===== config.mk =====
export PLATFORM = sky130hd
export DESIGN_NAME = fetch_stage
export DESIGN_NICKNAME = d
export VERILOG_FILES = /design/src/rtl/rv32i_types.sv /design/src/rtl/fetch_stage_if_id_reg.sv /design/src/rtl/fetch_stage.sv
export SDC_FILE = /design/constraint.sdc
export NUM_CORES = 1
export LEC_CHECK = 0
export ABC_AREA = 1
export BUFFER_PORTS_ARGS = -buffer_cell sky130_fd_sc_hd__buf_2
export CORE_MARGIN = 2
export CORE_UTILIZATION = 50
export CTS_CLUSTER_DIAMETER = 200
export CTS_CLUSTER_SIZE = 20
export DETAILED_ROUTE_END_ITERATION = 10
export PLACE_DENSITY = 0.83
export SYNTH_ARGS = -nofsm -noshare
export SYNTH_HDL_FRONTEND = slang
export SYNTH_SLANG_ARGS = --single-unit

===== constraint.sdc =====
create_clock -name clk -period 11.35 [get_ports clk]
set_input_delay 2.27 -clock clk [delete_from_list [all_inputs] [get_ports clk]]
set_output_delay 2.27 -clock clk [all_outputs]
set_load 0.1 [all_outputs]

===== src/rtl/rv32i_types.sv =====
// Shared RV32I core types: fetch-stage state encoding, the canonical NOP and
// address helpers used across pipeline stages.
package rv32i_types;

  typedef enum logic [1:0] {
    FS_REQ     = 2'b00,
    FS_HELD    = 2'b01,
    FS_DISCARD = 2'b10
  } fetch_state_t;

  localparam logic [31:0] NOP_INSTR = 32'h0000_0013;

  function automatic logic [31:0] align_word(input logic [31:0] addr);
    return addr & 32'hFFFF_FFFC;
  endfunction

endpackage


===== src/rtl/fetch_stage_if_id_reg.sv =====
// IF/ID pipeline register: load has priority over flush; otherwise hold.
// A flush clears only the valid bit, pc/instr keep their last contents.
module if_id_reg
  import rv32i_types::*;
(
  input  logic        clk,
  input  logic        rst,
  input  logic        load,
  input  logic        flush,
  input  logic [31:0] load_pc,
  input  logic [31:0] load_instr,
  output logic        valid,
  output logic [31:0] pc,
  output logic [31:0] instr
);

  logic        valid_r;
  logic [31:0] pc_r;
  logic [31:0] instr_r;

  // Pipeline register update with asynchronous reset to an invalid NOP.
  always_ff @(posedge clk or posedge rst) begin
    if (rst) begin
      valid_r <= 1'b0;
      pc_r    <= 32'h0000_0000;
      instr_r <= NOP_INSTR;
    end else if (load) begin
      valid_r <= 1'b1;
      pc_r    <= load_pc;
      instr_r <= load_instr;
    end else if (flush) begin
      valid_r <= 1'b0;
    end
  end

  assign valid = valid_r;
  assign pc    = pc_r;
  assign instr = instr_r;

endmodule


===== src/rtl/fetch_stage.sv =====
// RV32I instruction-fetch stage: fetch PC, instruction-memory handshake,
// one-entry skid buffer for stalled responses and redirect handling.
module fetch_stage
  import rv32i_types::*;
#(
  parameter logic [31:0] RESET_PC = 32'h0000_0060
) (
  input  logic        clk,
  input  logic        rst,
  output logic [31:0] imem_address,
  output logic        imem_read,
  input  logic [31:0] imem_rdata,
  input  logic        imem_resp,
  input  logic        stall,
  input  logic        redirect,
  input  logic [31:0] redirect_pc,
  output logic        if_id_valid,
  output logic [31:0] if_id_pc,
  output logic [31:0] if_id_instr
);

  fetch_state_t state_r, state_s;
  logic [31:0]  req_addr_r, req_addr_s;
  logic [31:0]  buf_r, buf_s;
  logic [31:0]  pend_pc_r, pend_pc_s;
  logic         ifid_load_s;
  logic         ifid_flush_s;
  logic [31:0]  ifid_instr_s;
  logic [31:0]  target_s;
  logic [31:0]  addr_inc_s;

  assign target_s   = align_word(redirect_pc);
  assign addr_inc_s = req_addr_r + 32'd4;

  // Gated by rst so a pending request is abandoned the moment reset asserts.
  assign imem_read    = ~rst & (state_r != FS_HELD);
  assign imem_address = req_addr_r;

  // State and fetch-address registers.
  always_ff @(posedge clk or posedge rst) begin
    if (rst) begin
      state_r    <= FS_REQ;
      req_addr_r <= RESET_PC;
      buf_r      <= 32'h0000_0000;
      pend_pc_r  <= 32'h0000_0000;
    end else begin
      state_r    <= state_s;
      req_addr_r <= req_addr_s;
      buf_r      <= buf_s;
      pend_pc_r  <= pend_pc_s;
    end
  end

  // Next-state and IF/ID control; redirect always wins over stall.
  always_comb begin
    state_s      = state_r;
    req_addr_s   = req_addr_r;
    buf_s        = buf_r;
    pend_pc_s    = pend_pc_r;
    ifid_load_s  = 1'b0;
    ifid_flush_s = 1'b0;
    ifid_instr_s = imem_rdata;
    case (state_r)
      FS_REQ: begin
        if (redirect) begin
          ifid_flush_s = 1'b1;
          if (imem_resp) begin
            req_addr_s = target_s;
          end else begin
            pend_pc_s = target_s;
            state_s   = FS_DISCARD;
          end
        end else if (imem_resp && !stall) begin
          ifid_load_s = 1'b1;
          req_addr_s  = addr_inc_s;
        end else if (imem_resp) begin
          buf_s   = imem_rdata;
          state_s = FS_HELD;
        end else if (!stall) begin
          ifid_flush_s = 1'b1;
        end else begin
          ifid_flush_s = 1'b0;
        end
      end
      FS_HELD: begin
        ifid_instr_s = buf_r;
        if (redirect) begin
          buf_s        = 32'h0000_0000;
          ifid_flush_s = 1'b1;
          req_addr_s   = target_s;
          state_s      = FS_REQ;
        end else if (!stall) begin
          ifid_load_s = 1'b1;
          req_addr_s  = addr_inc_s;
          state_s     = FS_REQ;
        end else begin
          state_s = FS_HELD;
        end
      end
      FS_DISCARD: begin
        // The in-flight response belongs to the flushed path; the latest target wins.
        ifid_flush_s = 1'b1;
        if (redirect) begin
          pend_pc_s = target_s;
        end else begin
          pend_pc_s = pend_pc_r;
        end
        if (imem_resp) begin
          req_addr_s = redirect ? target_s : pend_pc_r;
          state_s    = FS_REQ;
        end else begin
          state_s = FS_DISCARD;
        end
      end
      default: begin
        state_s = FS_REQ;
      end
    endcase
  end

  if_id_reg u_if_id_reg (
    .clk        (clk),
    .rst        (rst),
    .load       (ifid_load_s),
    .flush      (ifid_flush_s),
    .load_pc    (req_addr_r),
    .load_instr (ifid_instr_s),
    .valid      (if_id_valid),
    .pc         (if_id_pc),
    .instr      (if_id_instr)
  );

endmodule


==> results of run 1 <==
## cell families after synthesis
family	after synthesis	share of synthesized area
AOI/OAI and AO/OA	248	0.172
DFF	163	0.492
adders and majority gates	5	0.00753
and+or+nand+nor	557	0.272
buffers and inverters	103	0.0553
xor gates and xnor gates	2	0.00211
## per-stage QoR
| step | hold slack, ns | instance area, µm² |
|---|---|---|
| 2_1_floorplan | 0.495 | 8310 |
| 3_3_place_gp | 0.449 | 9200 |
| 3_5_place_dp | 0.453 | 9200 |
| 4_1_cts | 0.470 | 9800 |
| 5_1_grt | 0.490 | 9800 |
| 6_report | 0.470 | 9800 |
## state kept, by name, indices dropped and copies added, names as in the netlist
signal,count
pend_pc_r,32
u_if_id_reg.instr,32
u_if_id_reg.valid,1
state_r,2
imem_address,32
u_if_id_reg.pc,32
buf_r,32
## metal layers
layer  global-route usage  share of wire  vias up
met5                    0        0.00060        -
met2                0.397           0.47      280
met1                0.341           0.44     3580
li1                     -              -     3781
met3               0.0521          0.067       41
met4               0.0950          0.023        2
## final timing paths
kind | to | from | slack [ns]
worst max-delay path | imem_read | rst | 6.18
worst min-delay path | u_if_id_reg.pc[20] | u_if_id_reg.pc[20] | 0.47
worst max register to register | imem_address[23] | state_r[1] | 7.82
worst min register to register | u_if_id_reg.pc[20] | u_if_id_reg.pc[20] | 0.47
max in group asynchronous | imem_address[22] | rst | 7.93
min in group asynchronous | u_if_id_reg.instr[5] | rst | 2.02
## final cells by class
cell class                      instances  area, µm²  share of cell area
Timing Repair Buffer                  172        881              0.0899
Sequential cell                       163       4090               0.417
Clock buffer                           19        433              0.0442
Clock inverter                         13        164              0.0167
Tap cell                              220        275              0.0281
Antenna cell                            3       7.51            0.000766
Multi-Input combinational cell        812       3780               0.385
Inverter                               46        179              0.0183
## layout by cell type (no fill, tap or decap), types with 3 or more instances in the layout
cell	Yosys	final
nand2_1	340	339
buf_2	15	164
dfrtp_1	158	158
nor2_1	152	152
a21oi_1	117	117
inv_1	40	38
a31oi_1	36	36
nor2_2	31	31
o21ai_1	31	31
a21oi_2	28	28
o21ai_0	24	24
nand3_1	19	19
clkbuf_16	0	17
buf_4	0	8
inv_2	5	6
ha_1	5	5
inv_8	0	5
dfstp_2	5	5
inv_6	0	4
and2_1	4	4
diode_2	0	3
nand2_2	2	3
nor3_1	3	3
o31ai_1	3	3
a22oi_1	3	3
## worst register-to-register path: stages, from the launching register on
cell	delay (ns)
dfrtp_1	0.42
inv_1	0.12
ha_1	0.21
buf_4	0.39
clkinv_2	0.53
nor2_1	0.47
nand2_1	0.15
o211ai_2	0.09
buf_4	0.38
inv_2	0.35
nor2_1	0.23
a21oi_1	0.07
==> metrics.txt, run 1 <==
CP Depth 3; number of buffers added to fix hold violations after cts 0; post-synthesis net count 1152; buffers inserted during post-CTS setup optimization 0; hold violation total from the final report 0; layout cell share with drive strength beyond 1 0.229; quantity of I/O buffers inserted on ports 164; post-layout worst setup margin 6.18 ns; height of the die 133 µm; area inside the core boundary between 15000 and 20000 µm²; register bit count reported by yosys 163; antenna violations before repair 4; largest area contributor in the synthesized netlist dfrtp_1; count of pins on the block boundary about 170; type of the tightest min-delay check flop to flop; proportion of synthesized chip area in sequential cells 0.492; number of distinct library cells after synthesis 35; clock latency on the worst-skew pair between 0.4 and 0.5 ns; remaining design rule violation count 0; CTS root buf clkbuf_16; Worst Skew 0.00858 ns; final non-filler cell total ~1400; critical path data required time roughly 9.1 ns; CP endpoint kind output port; pin count of the biggest net entering global routing roughly 100; number of H-tree levels 4; number of placed cells counting well taps around 1400; die boundary width between 100 and 150 µm; final count of negative-setup-slack endpoints 0; Final ANT Viol Nets 0; Syn. warnings 0; highest net fanout along the worst path 2; initial core utilization 0.506; critical path's slowest cell buf_2; first-pass iteration count of the detailed router 6; maximum clock path buffer count 2; Overflow after GRT 0; setup TNS 0 ns; number of buffer and inverter instances along the worst setup path 2; Layout area overhead 18.0%; cell count after synthesis between 1000 and 1500; clock net sink count roughly 160; area enclosed by the die boundary 17700 µm²; async set or reset register ratio after synthesis 1.00; nets 1286; site row count 47; dominant register cell in the synthesized netlist dfrtp_1; HPWL after detailed placement around 14000 µm; worst setup path class input pin to output port; Fmax 193 MHz; clk slew on worst S/H paths roughly 0.060 ns; fill count 1457; critical path data arrival time 2.90 ns; run status finished clean; Max-cap violations 0; list of cells traversed by the critical path buf_2 -> nor2_1 -> buf_2; per-cell via count in the routed design 5.31; ranking of synthesized cells by area dfrtp_1 48%, nand2_1 15%, a21oi_1 7.0%; clock tree from TritonCTS done; count of instances resized after the clock tree is built 0; transition time of the tightest slew-check pin ~0.98 ns; Final GP Congestion about 0.86; Synth Area per Inst 7.71 µm²; Final Critical Period around 5.2 ns; Post-Place Worst Slack approximately 6 ns; setup repair after global routing missed its margin no; detailed router's first-iteration violation count ~740; top-area cell type share of the netlist area 0.476; max_slew headroom 0.348; length in cells of the worst reg-to-reg path 11; mapped cell area approximately 8300 µm²; detailed-route wire length roughly 22000 µm; aggregate global-route resource usage 0.250; Post-synth EDFFs 0; longest individual stage delay on the worst path approximately 0.42 ns; Final Slew Violations 0; cell repeated most along the worst path buf_2; global-route wire length before repair roughly 35000 µm; most used standard cells in the synthesized netlist 340 x nand2_1, 158 x dfrtp_1, 152 x nor2_1; startpoint kind of the worst setup timing path input pin; DR WL/cell about 15 µm; cts bufs inserted 17; final core utilization 0.597; most common cell in the synthesized netlist nand2_1; routed via count approximately 7700; ratio of final minimum period to clock period 0.456; Hold Crit Depth 2; vias in the first global route between 7000 and 8000; Largest delay share family, worst path buffers and inverters
Power of run 1 is left out: the tool's default activity adds up to more than one toggle a clock period on the data nets, which glitch-free logic cannot reach.
==> run 2, diff against run 1 <==
- PLACE_DENSITY: 0.83 -> 0.86
- clock period: 11.35 -> 4.2 ns (I/O delays scaled with it)
==> run 2 against run 1 <==
Effect of this change:
- first-iteration DRC count down 8.2%
- global-route usage barely moved
- via count is 1.8% higher
- sequential cell count unchanged
- hold slack worse by 0.0030 ns
- largest cell class unchanged
- sequential share of layout area fell by 0.30 points
- critical endpoint is now imem_address[11]
- wire length decreased by 0.16%
- non-clock buffer count is 2 higher
==> metrics.txt, run 2 (synthesis results as in run 1) <==
quantity of I/O buffers inserted on ports approximately 160; transition time of the tightest slew-check pin 0.882 ns; Overflow after GRT 0; remaining design rule violation count 0; count of pins on the block boundary roughly 170; cts bufs inserted 17; max_slew headroom 0.411; aggregate global-route resource usage 0.250; setup TNS 0 ns; Max-cap violations 0; worst setup path class flop to flop; Fmax 319 MHz; nets roughly 1300; count of instances resized after the clock tree is built 0; area enclosed by the die boundary between 15000 and 20000 µm²; antenna violations before repair 4; Layout area overhead 18.9%; critical path data required time about 4.5 ns; clock net sink count 163; list of cells traversed by the critical path inv_1 -> ha_1 -> clkinv_2 -> nor2_1 -> nand2_1 -> o211ai_2 -> buf_4 -> nor2_1 -> a22oi_1; pin count of the biggest net entering global routing 84; fill count between 1000 and 1500; die boundary width about 130 µm; Final Slew Violations 0; commonest cells after routing, fill and taps aside 339 x nand2_1, 164 x buf_2, 158 x dfrtp_1; vias in the first global route between 7000 and 8000; layout cell share with drive strength beyond 1 0.232; number of buffers added to fix hold violations after cts 0; number of H-tree levels 4; per-cell via count in the routed design between 5 and 6; most common cell after layout, fill and taps aside nand2_1; run status finished clean; clk slew on worst S/H paths 0.07 ns; longest individual stage delay on the worst path around 0.59 ns; detailed-route wire length around 22000 µm; critical path's slowest cell clkinv_2; final count of negative-setup-slack endpoints 0; source of the worst register-to-register timing path state_r[1]; initial core utilization 0.506; launch point of the worst hold path u_if_id_reg.pc[3]; DR WL/cell 15.0 µm; maximum clock path buffer count 2; detailed router's first-iteration violation count just under 700; setup repair after global routing missed its margin no; global-route wire length before repair roughly 36000 µm; worst flop-to-flop path endpoint imem_address[11]; site row count between 40 and 50; Final ANT Viol Nets 0; Final Critical Period 3.13 ns; hold violation total from the final report 0; buffers inserted during post-CTS setup optimization 0; routed via count roughly 7800; CP endpoint kind flop; length in cells of the worst reg-to-reg path 9; type of the tightest min-delay check flop to flop; clock tree from TritonCTS done; Hold Crit Depth 2; highest net fanout along the worst path 34; flop-to-flop setup slack approximately 1.1 ns; clock latency on the worst-skew pair 0.43 ns; Final GP Congestion roughly 0.9; area inside the core boundary about 16000 µm²; first-pass iteration count of the detailed router 7; critical path data arrival time between 3 and 4 ns; HPWL after detailed placement approximately 15000 µm; ratio of final minimum period to clock period 0.745; startpoint kind of the worst setup timing path flop; cell repeated most along the worst path nor2_1; Worst Skew roughly 0.0069 ns; CTS root buf clkbuf_16; terminating pin of the worst hold path u_if_id_reg.pc[3]; height of the die around 130 µm
## run 2: through the flow
step	cell area [µm²]	worst slack, ns	hold slack [ns]	util	cells
floorplan	8310	1.13	0.495	-	1078
CTS	9870	1.14	0.472	0.602	1447
detailed placement	9260	1.15	0.454	0.565	1415
finish	9870	1.07	0.467	0.602	1449
global placement	9260	1.28	0.449	0.565	1415
global route	9870	0.853	0.504	0.602	1448
## run 2: how the worst max path moves through the flow
stage	end	slack, ns	from	cells after the start
5_1_grt	imem_address[12]	0.85	state_r[1]	9
3_3_place_gp	imem_address[17]	1.28	state_r[1]	9
2_1_floorplan	imem_read	1.13	state_r[1]	5
3_5_place_dp	imem_address[17]	1.15	state_r[1]	9
6_report	imem_address[11]	1.07	state_r[1]	9
4_1_cts	imem_address[11]	1.14	state_r[1]	9
## run 2: final cells by class
class                           instances  area (µm²)  share of cell area
Sequential cell                       163        4090               0.414
Multi-Input combinational cell        812        3780               0.383
Clock buffer                           17         425              0.0431
Clock inverter                         15         181              0.0184
Inverter                               46         178              0.0180
Tap cell                              220         275              0.0279
Antenna cell                            2        5.00            0.000507
Timing Repair Buffer                  174         946              0.0958
## run 2: critical path: cells and delay by family (launching register included)
kind | cells | cell delay [ns]
AOI/OAI and AO/OA | 2 | 0.27
buffers and inverters | 3 | 1.11
and+or+nand+nor | 3 | 0.66
DFF | 1 | 0.42
adders and majority gates | 1 | 0.56
## run 2: per-layer routing
metal,track usage,vias to the layer above,share of wire
met5,0,-,0.0014
met3,0.0602,47,0.080
li1,-,3798,-
met4,0.0896,4,0.023
met1,0.336,3623,0.43
met2,0.399,351,0.46
Power of run 2 is left out for the same reason.
==> run 3, diff against run 2 <==
- PLACE_DENSITY: 0.86 -> 0.83
- clock period: 4.2 -> 3.27 ns (I/O delays scaled with it)
==> run 3 against run 2 <==
Effect of this change:
- wire length fell by 0.15%
- first-iteration DRC count up 2.0%
- die area stayed put
- critical path depth shrank 4
- setup slack worse by 0.43 ns
- critical path type is now flop to output port
==> metrics.txt, run 3 (synthesis results as in run 1) <==
Post-Place Worst Slack approximately 0.80 ns; Routed met1 length around 9500 µm; initial core utilization 0.506; area enclosed by the die boundary about 18000 µm²; worst setup path class flop to output port; final core utilization 0.600; post-layout worst setup margin 0.641 ns; area inside the core boundary between 15000 and 20000 µm²; Final Slew Violations 0; setup repair after global routing missed its margin no; site row count 47; clk slew on worst S/H paths ~0.070 ns; quantity of I/O buffers inserted on ports 164; clock latency on the worst-skew pair about 0.43 ns; ratio of final minimum period to clock period 0.804; layout cell share with drive strength beyond 1 0.233; cts bufs inserted 17; length in cells of the worst reg-to-reg path 9; detailed router's first-iteration violation count ~700; total area of sequential cells between 4000 and 5000 µm²; per-cell via count in the routed design between 5 and 6; DR WL/cell roughly 15 µm; Final ANT Viol Nets 0; Final GP Congestion roughly 0.89; buffers inserted during post-CTS setup optimization 0; number of H-tree levels 4; commonest cells after routing, fill and taps aside 339 x nand2_1, 164 x buf_2, 158 x dfrtp_1; highest net fanout along the worst path 33; top metal layer carrying routed signals met5; pin count of the biggest net entering global routing 77; CTS root buf clkbuf_16; Overflow after GRT 0; HPWL after detailed placement 14700 µm; Worst Skew 0.00928 ns; count of pins on the block boundary roughly 170; source of the worst register-to-register timing path state_r[0]; routed via count just under 8000; maximum clock path buffer count 2; type of the tightest min-delay check input pin to async pin; setup TNS 0 ns; global-route wire length before repair around 36000 µm; multi-input logic area 3780 µm²; nets between 1000 and 1500; fill count 1431; antenna violations before repair 3; run status finished clean; count of instances resized after the clock tree is built 0; max_slew headroom 0.423; hold violation total from the final report 0; Final Critical Period about 2.6 ns; number of buffers added to fix hold violations after cts 0; startpoint kind of the worst setup timing path flop; Layout area overhead 18.4%; vias in the first global route about 7300; remaining design rule violation count 0; flop-to-flop setup slack 0.74 ns; critical path data arrival time slightly below 2 ns; first-pass iteration count of the detailed router 5; transition time of the tightest slew-check pin roughly 0.86 ns; most common cell after layout, fill and taps aside nand2_1; crit path from state_r[1]; clock net sink count around 160; met3 wire len roughly 1600 µm; wire length on met2 9970 µm; aggregate global-route resource usage 0.252; detailed-route wire length around 22000 µm; Fmax 380 MHz; worst flop-to-flop path endpoint imem_address[4]; height of the die approximately 130 µm; final count of negative-setup-slack endpoints 0; CP endpoint kind output port; critical path data required time 2.62 ns; clock tree from TritonCTS done; last element of the critical path imem_read; worst-case hold slack 0.324 ns; Max-cap violations 0; die boundary width 133 µm
## run 3: cell count changes in the layout (fill, tap and decap cells not counted), sizes merged
cell	change
bufinv	-1
clkbuf	+1
clkinv	-1
buf	+2
diode	-1
clkinvlp	+1
## run 3: metal layers
layer,global-route usage,up-vias
li1,-,3794
met2,0.405,289
met5,0,-
met3,0.0536,50
met4,0.0956,4
met1,0.337,3560
## run 3: layout make-up
cell class,instances,share of cell area
sequential,163,0.415
timing repair buffer,176,0.0964
inverter,46,0.0181
antenna,1,0.000254
clock buffer,18,0.0436
clock inverter,14,0.0142
tap,220,0.0280
multi-input combinational,812,0.384
## run 3: how the worst min path moves through the flow
stage	from	to
finish	rst	u_if_id_reg.instr[8]
global route	rst	u_if_id_reg.instr[11]
CTS	rst	u_if_id_reg.instr[8]
detailed placement	u_if_id_reg.pc[3]	u_if_id_reg.pc[3]
global placement	u_if_id_reg.pc[4]	u_if_id_reg.pc[4]
floorplan	pend_pc_r[10]	pend_pc_r[10]
## run 3: per-stage QoR
| stage | area, µm² | cells |
|---|---|---|
| 6_report | 9840 | 1450 |
| 5_1_grt | 9830 | 1449 |
| 4_1_cts | 9830 | 1449 |
| 3_5_place_dp | 9270 | 1417 |
| 3_3_place_gp | 9270 | 1417 |
| 2_1_floorplan | 8310 | 1078 |
## run 3: critical path, stage by stage (launching register included)
cell and delay, ns:
dfrtp_1 0.39, inv_1 0.10, ha_1 0.24, buf_4 0.26, nor2_1 0.13, buf_2 0.42
Power of run 3 is left out for the same reason.
